**config.mk**
```make
export PLATFORM = sky130hd
export DESIGN_NAME = sigma_delta_feeder
export DESIGN_NICKNAME = d
export VERILOG_FILES = /design/src/rtl/sigma_delta_feeder.sv
export SDC_FILE = /design/constraint.sdc
export NUM_CORES = 1
export LEC_CHECK = 0
export CAP_MARGIN = 20
export CORE_UTILIZATION = 60
export CTS_BUF_LIST = sky130_fd_sc_hd__clkbuf_16
export CTS_CLUSTER_DIAMETER = 150
export DETAILED_ROUTE_END_ITERATION = 10
export PLACE_DENSITY = 0.89
export SLEW_MARGIN = 20
export SYNTH_ARGS = -nofsm -noshare
export SYNTH_HDL_FRONTEND = slang
export SYNTH_SLANG_ARGS = --single-unit
```
**constraint.sdc**
```tcl
create_clock -name CLK -period 4.7 [get_ports CLK]
set_clock_uncertainty 0.05 [all_clocks]
set_input_delay 0.705 -clock CLK [delete_from_list [all_inputs] [get_ports CLK]]
set_output_delay 0.705 -clock CLK [all_outputs]
set_load 0.01 [all_outputs]
```
**src/rtl/sigma_delta_feeder.sv**
```systemverilog
// sigma_delta_feeder: buffers stereo PCM in a small FIFO and releases one pair every CLK_DIV clocks to two sigma-delta DACs.
// Optional macro SOFT_MUTE_EN replaces the hard mute with a per-tick attenuation ramp.
module sigma_delta_feeder #(
  parameter int MSBI    = 15,
  parameter int CLK_DIV = 512,
  parameter int FIFO_AW = 2
) (
  input  logic             CLK,
  input  logic             RESET,
  input  logic             enable,
  input  logic             mute,
  input  logic [MSBI:0]    in_l,
  input  logic [MSBI:0]    in_r,
  input  logic             in_valid,
  output logic             in_ready,
  output logic [MSBI:0]    dac_l,
  output logic [MSBI:0]    dac_r,
  output logic             sample_tick,
  output logic             underrun,
  output logic [FIFO_AW:0] fifo_level
);
  localparam int DEPTH = 1 << FIFO_AW;
  localparam int DIV_W = $clog2(CLK_DIV);
  localparam logic [DIV_W-1:0]   DIV_LAST     = DIV_W'(CLK_DIV - 1);
  localparam logic [FIFO_AW:0]   LEVEL_FULL   = (FIFO_AW+1)'(DEPTH);
  localparam logic [FIFO_AW:0]   LEVEL_PRIMED = (FIFO_AW+1)'(DEPTH / 2);
  localparam logic [MSBI:0]      MIDSCALE     = {1'b1, {MSBI{1'b0}}};

  typedef enum logic [1:0] {IDLE, PRIME, RUN} state_t;

  state_t             state;
  logic [DIV_W-1:0]   divider;
  logic [FIFO_AW-1:0] wrPtr;
  logic [FIFO_AW-1:0] rdPtr;
  logic [FIFO_AW:0]   levelNext;
  logic [MSBI:0]      memL [DEPTH];
  logic [MSBI:0]      memR [DEPTH];
  logic               tick;
  logic               push;
  logic               pop;
  logic [MSBI:0]      nextL;
  logic [MSBI:0]      nextR;

  assign tick = (state != IDLE) && (divider == DIV_LAST);
  assign push = enable && in_valid && in_ready;
  assign pop  = enable && (state == RUN) && tick && (fifo_level != '0);

  always_comb begin
    levelNext = fifo_level;
    if (push && !pop)
      levelNext = fifo_level + 1'b1;
    else if (pop && !push)
      levelNext = fifo_level - 1'b1;
  end

  // Storage carries no reset; pointers define which entries are live.
  always_ff @(posedge CLK) begin
    if (push) begin
      memL[wrPtr] <= in_l;
      memR[wrPtr] <= in_r;
    end
  end

`ifdef SOFT_MUTE_EN
  localparam int ATT_W = $clog2(MSBI + 2);
  localparam logic [ATT_W-1:0] ATT_MAX = ATT_W'(MSBI + 1);

  logic [ATT_W-1:0]   atten;
  logic [ATT_W-1:0]   attenNext;
  logic signed [MSBI:0] shiftL;
  logic signed [MSBI:0] shiftR;

  always_comb begin
    attenNext = atten;
    if (enable && tick) begin
      if (mute && atten != ATT_MAX)
        attenNext = atten + 1'b1;
      else if (!mute && atten != '0)
        attenNext = atten - 1'b1;
    end
  end

  always_ff @(posedge CLK or posedge RESET) begin
    if (RESET)
      atten <= '0;
    else
      atten <= attenNext;
  end

  // A full shift of a negative sample leaves -1, so the last step is forced to midscale.
  always_comb begin
    shiftL = $signed(memL[rdPtr]) >>> attenNext;
    shiftR = $signed(memR[rdPtr]) >>> attenNext;
    nextL  = (attenNext == ATT_MAX) ? MIDSCALE : ($unsigned(shiftL) ^ MIDSCALE);
    nextR  = (attenNext == ATT_MAX) ? MIDSCALE : ($unsigned(shiftR) ^ MIDSCALE);
  end
`else
  always_comb begin
    nextL = mute ? MIDSCALE : (memL[rdPtr] ^ MIDSCALE);
    nextR = mute ? MIDSCALE : (memR[rdPtr] ^ MIDSCALE);
  end
`endif

  always_ff @(posedge CLK or posedge RESET) begin
    if (RESET) begin
      state       <= IDLE;
      divider     <= '0;
      wrPtr       <= '0;
      rdPtr       <= '0;
      fifo_level  <= '0;
      in_ready    <= 1'b1;
      dac_l       <= MIDSCALE;
      dac_r       <= MIDSCALE;
      sample_tick <= 1'b0;
      underrun    <= 1'b0;
    end else if (!enable) begin
      state       <= IDLE;
      divider     <= '0;
      wrPtr       <= '0;
      rdPtr       <= '0;
      fifo_level  <= '0;
      in_ready    <= 1'b1;
      dac_l       <= MIDSCALE;
      dac_r       <= MIDSCALE;
      sample_tick <= 1'b0;
      underrun    <= 1'b0;
    end else begin
      divider     <= (state == IDLE || divider == DIV_LAST) ? '0 : divider + 1'b1;
      fifo_level  <= levelNext;
      in_ready    <= (levelNext != LEVEL_FULL);
      sample_tick <= pop;
      underrun    <= tick && (state == RUN) && (fifo_level == '0);
      if (push)
        wrPtr <= wrPtr + 1'b1;
      if (pop) begin
        rdPtr <= rdPtr + 1'b1;
        dac_l <= nextL;
        dac_r <= nextR;
      end
      case (state)
        IDLE:    state <= PRIME;
        PRIME:   if (tick && fifo_level >= LEVEL_PRIMED) state <= RUN;
        RUN:     if (tick && fifo_level == '0) state <= PRIME;
        default: state <= IDLE;
      endcase
    end
  end

endmodule
```
==> impl_metrics.yaml <==
synthesis:
  synth_fa_ha_area_frac: 0.0211
  synth_edf_count: 128
  synth_top_family_by_area: "multiplexers"
  yosysMostFrequentCell: "edfxtp_1"
  synth_xor_area_frac: 0.0102
  synth-compound-area-share: 0.0517
  syn-num-nets: 408
  synth.avg_cell_area_sq_um: 19.1
  yosysUniqueCellTypes: 36
  yosysTopAreaCellShare: 0.558
  synthArstFlopShare: 0.293
  synthFlopType: "edfxtp_1"
  ys_seq_elements: 181
  synth_common_cells: "edfxtp_1 (128), dfrtp_1 (50), mux4_2 (32), a22o_1 (30), nor2_1 (13)"
  muxShareOfSynthArea: 0.106
  yosys.area_share.simple: 0.0407
  synth_cells: 361
  mappedNetlistArea_sq_um: 6890
  yosys.area.top_type: "edfxtp_1"
  yosys_warnings: 0
  synth_top_cells_by_area: "edfxtp_1 (56%), dfrtp_1 (18%), mux4_2 (10%)"
  synth_seq_area_share: 0.750
worst_setup_path:
  rr_worst_depth: 7
  required_ns: 4.70
  reg2reg_from: "divider[0]$_DFF_PP0_"
  worstSetupPathType: "primary input to flip-flop"
  start_kind: "primary input"
  cp_max_fo: 32
  cp-end-kind: "flip-flop"
  cp.arrival_ns: 2.63
  r2r_end: "dac_l[0]$_DFFE_PP0P_"
  reg2reg_setup_slack_ns: 2.24
sta:
  slew_headroom: 0.400
  layout_min_cycle_time_ns: 2.62
  final_max_slew_viol_count: 0
  timing.fmax_mhz: 381
  hold_viol_final: 0
  finalSetupTns_ns: 0
  holdWs_ns: 0.455
  rsz0062_at_grt: "false"
  setup_viol: 0
  min_period_over_period: 0.558
  worst_slew_pin_slew_ns: 0.901
outcome:
  status: "complete, no violations"
global_routing:
  grt_util_all_layers: 0.249
  grt_pass1_vias: 3736
  grt_first_pass_wirelength_um: 20200
  grt_max_degree: 36
  antenna_found_initial: 0
  overflow: 0
drt:
  drtIter0Drc: 234
  drtPass1Iterations: 4
  viasPerCell: 6.01
  post-route-drc-count: 0
  routed_wl_um: 13500
  num_vias: 3560
  antenna_left: 0
  wl_per_cell_um: 22.8
placed_design:
  io_buffers: 74
  hpwlAfterDp_um: 7750
  gp_congestion: 0.796
clock_tree:
  numClockSinks: 181
  cts_inserted_buffers: 17
  cts_tree: "done"
  post-cts-setup-buffers: 0
  cts_hold_buf: 0
  cts_resized: 0
  clk_latency_ns: 0.43
  cts_root_buffer: "clkbuf_16"
  h-tree-depth: 4
  cts.reportedPaths.clkPinSlew_ns: 0.06
  clockBufferDepth: 2
layout:
  diodes: 0
  area_growth_pct: 21.0
  nFillCells: 597
  layout-drive-gt1-share: 0.168
  nets: 486
die:
  initial_core_util: 0.625
  rows: 38
  io_pins: 75
  die_w_um: 109
  dieArea_sq_um: 11900
  core_area_sq_um: 11000
  die_y_um: 109
worst_hold_path:
  hold_path.class: "flip-flop to flip-flop"
  hold_path_depth: 1
  hold_start: "dac_r[3]$_DFFE_PP0P_"
  whs_endpoint: "dac_r[3]$_DFFE_PP0P_"
power:
  ir_drop_mv: 0.397
  p_leak_uw: 0.00297
  power-per-cell-area_nw_per_um2: 403
run:
  drv_cap: 0
-- worst max-delay path by stage --
| stage | startpoint | to | slack, ns |
|---|---|---|---|
| 6_report | enable | memR[1][5]$_DFFE_PP_ | 2.08 |
| 5_1_grt | enable | memL[1][10]$_DFFE_PP_ | 1.95 |
| 4_1_cts | enable | memL[0][5]$_DFFE_PP_ | 2.08 |
| 3_5_place_dp | enable | memL[1][10]$_DFFE_PP_ | 1.64 |
| 3_3_place_gp | enable | dac_l[1]$_DFFE_PP0P_ | 1.45 |
| 2_1_floorplan | in_valid | memL[0][0]$_DFFE_PP_ | 2.37 |
-- worst max-delay path, stage by stage --
cell and delay, ns:
clkdlybuf4s50_1 0.73, and3_1 0.38, and2_2 0.78
-- layer usage --
metal,wire length [um],share of wire,global-route usage
met1,5040,0.37,0.293
met2,7250,0.54,0.431
met3,967,0.072,0.0765
met4,229,0.017,0.0914
met5,0,0,0
-- through the flow --
stage | setup slack [ns] | instance area, sq um | cells | util | total power [uW]
finish | 2.08 | 8340 | 592 | 0.756 | 3370
global route | 1.95 | 8340 | 592 | 0.756 | 3460
CTS | 2.08 | 8340 | 592 | 0.756 | 3380
detailed placement | 1.64 | 7740 | 560 | 0.702 | 1950
global placement | 1.45 | 7740 | 560 | 0.702 | 1940
floorplan | 2.37 | 6890 | 361 | - | 1880
-- state kept, by name, indices dropped and copies added (netlist names) --
signal,flops
dac_l,16
underrun,1
memR,64
rdPtr,2
fifo_level,3
dac_r,16
wrPtr,2
state,2
divider,9
memL,64
in_ready,1
sample_tick,1
-- cell usage in the layout, fill, tap and decap left out, types with 2 or more instances in the layout --
master / count
and2_2: 5
clkinv_1: 2
o21ai_0: 5
edfxtp_1: 128
clkdlybuf4s50_1: 74
maj3_1: 2
nand4_1: 2
bufinv_16: 4
buf_4: 2
nor2_1: 12
nand3b_1: 2
xnor2_1: 7
a22o_1: 30
clkbuf_16: 17
nor3_1: 3
clkinv_2: 2
dfstp_2: 3
or3_1: 3
and2_1: 3
nand2_1: 9
ha_1: 10
clkinvlp_4: 2
mux4_2: 32
dfrtp_1: 48
nand3_1: 6
inv_1: 13
a21oi_1: 7
inv_2: 2
-- report_power, final --
part / internal [uW] / switching (uW)
logic: 65.1 / 83.9
clock network: 876 / 568
registers: 1760 / 17.9
-- final cells by class --
| cell class | count | area (sq um) | share of cell area |
|---|---|---|---|
| repair buffers | 76 | 756 | 0.0906 |
| well taps | 140 | 175 | 0.0210 |
| flip-flops and latches | 181 | 5180 | 0.621 |
| clock buffers | 17 | 425 | 0.0510 |
| inverters | 11 | 41.3 | 0.00495 |
| multi-input cells | 152 | 1590 | 0.191 |
| clock inverters | 15 | 176 | 0.0211 |
-- logic make-up (layout without fill, tap and decap cells) --
logic type | after synthesis | count (layout)
adders and majority gates | 12 | 12
buffers and inverters | 28 | 119
AOI/OAI and AO/OA | 47 | 47
muxes | 33 | 33
and+or+nand+nor | 52 | 52
DFF | 181 | 181
xor gates and xnor gates | 8 | 8
Note: power is estimated with default switching activity, not from simulation.
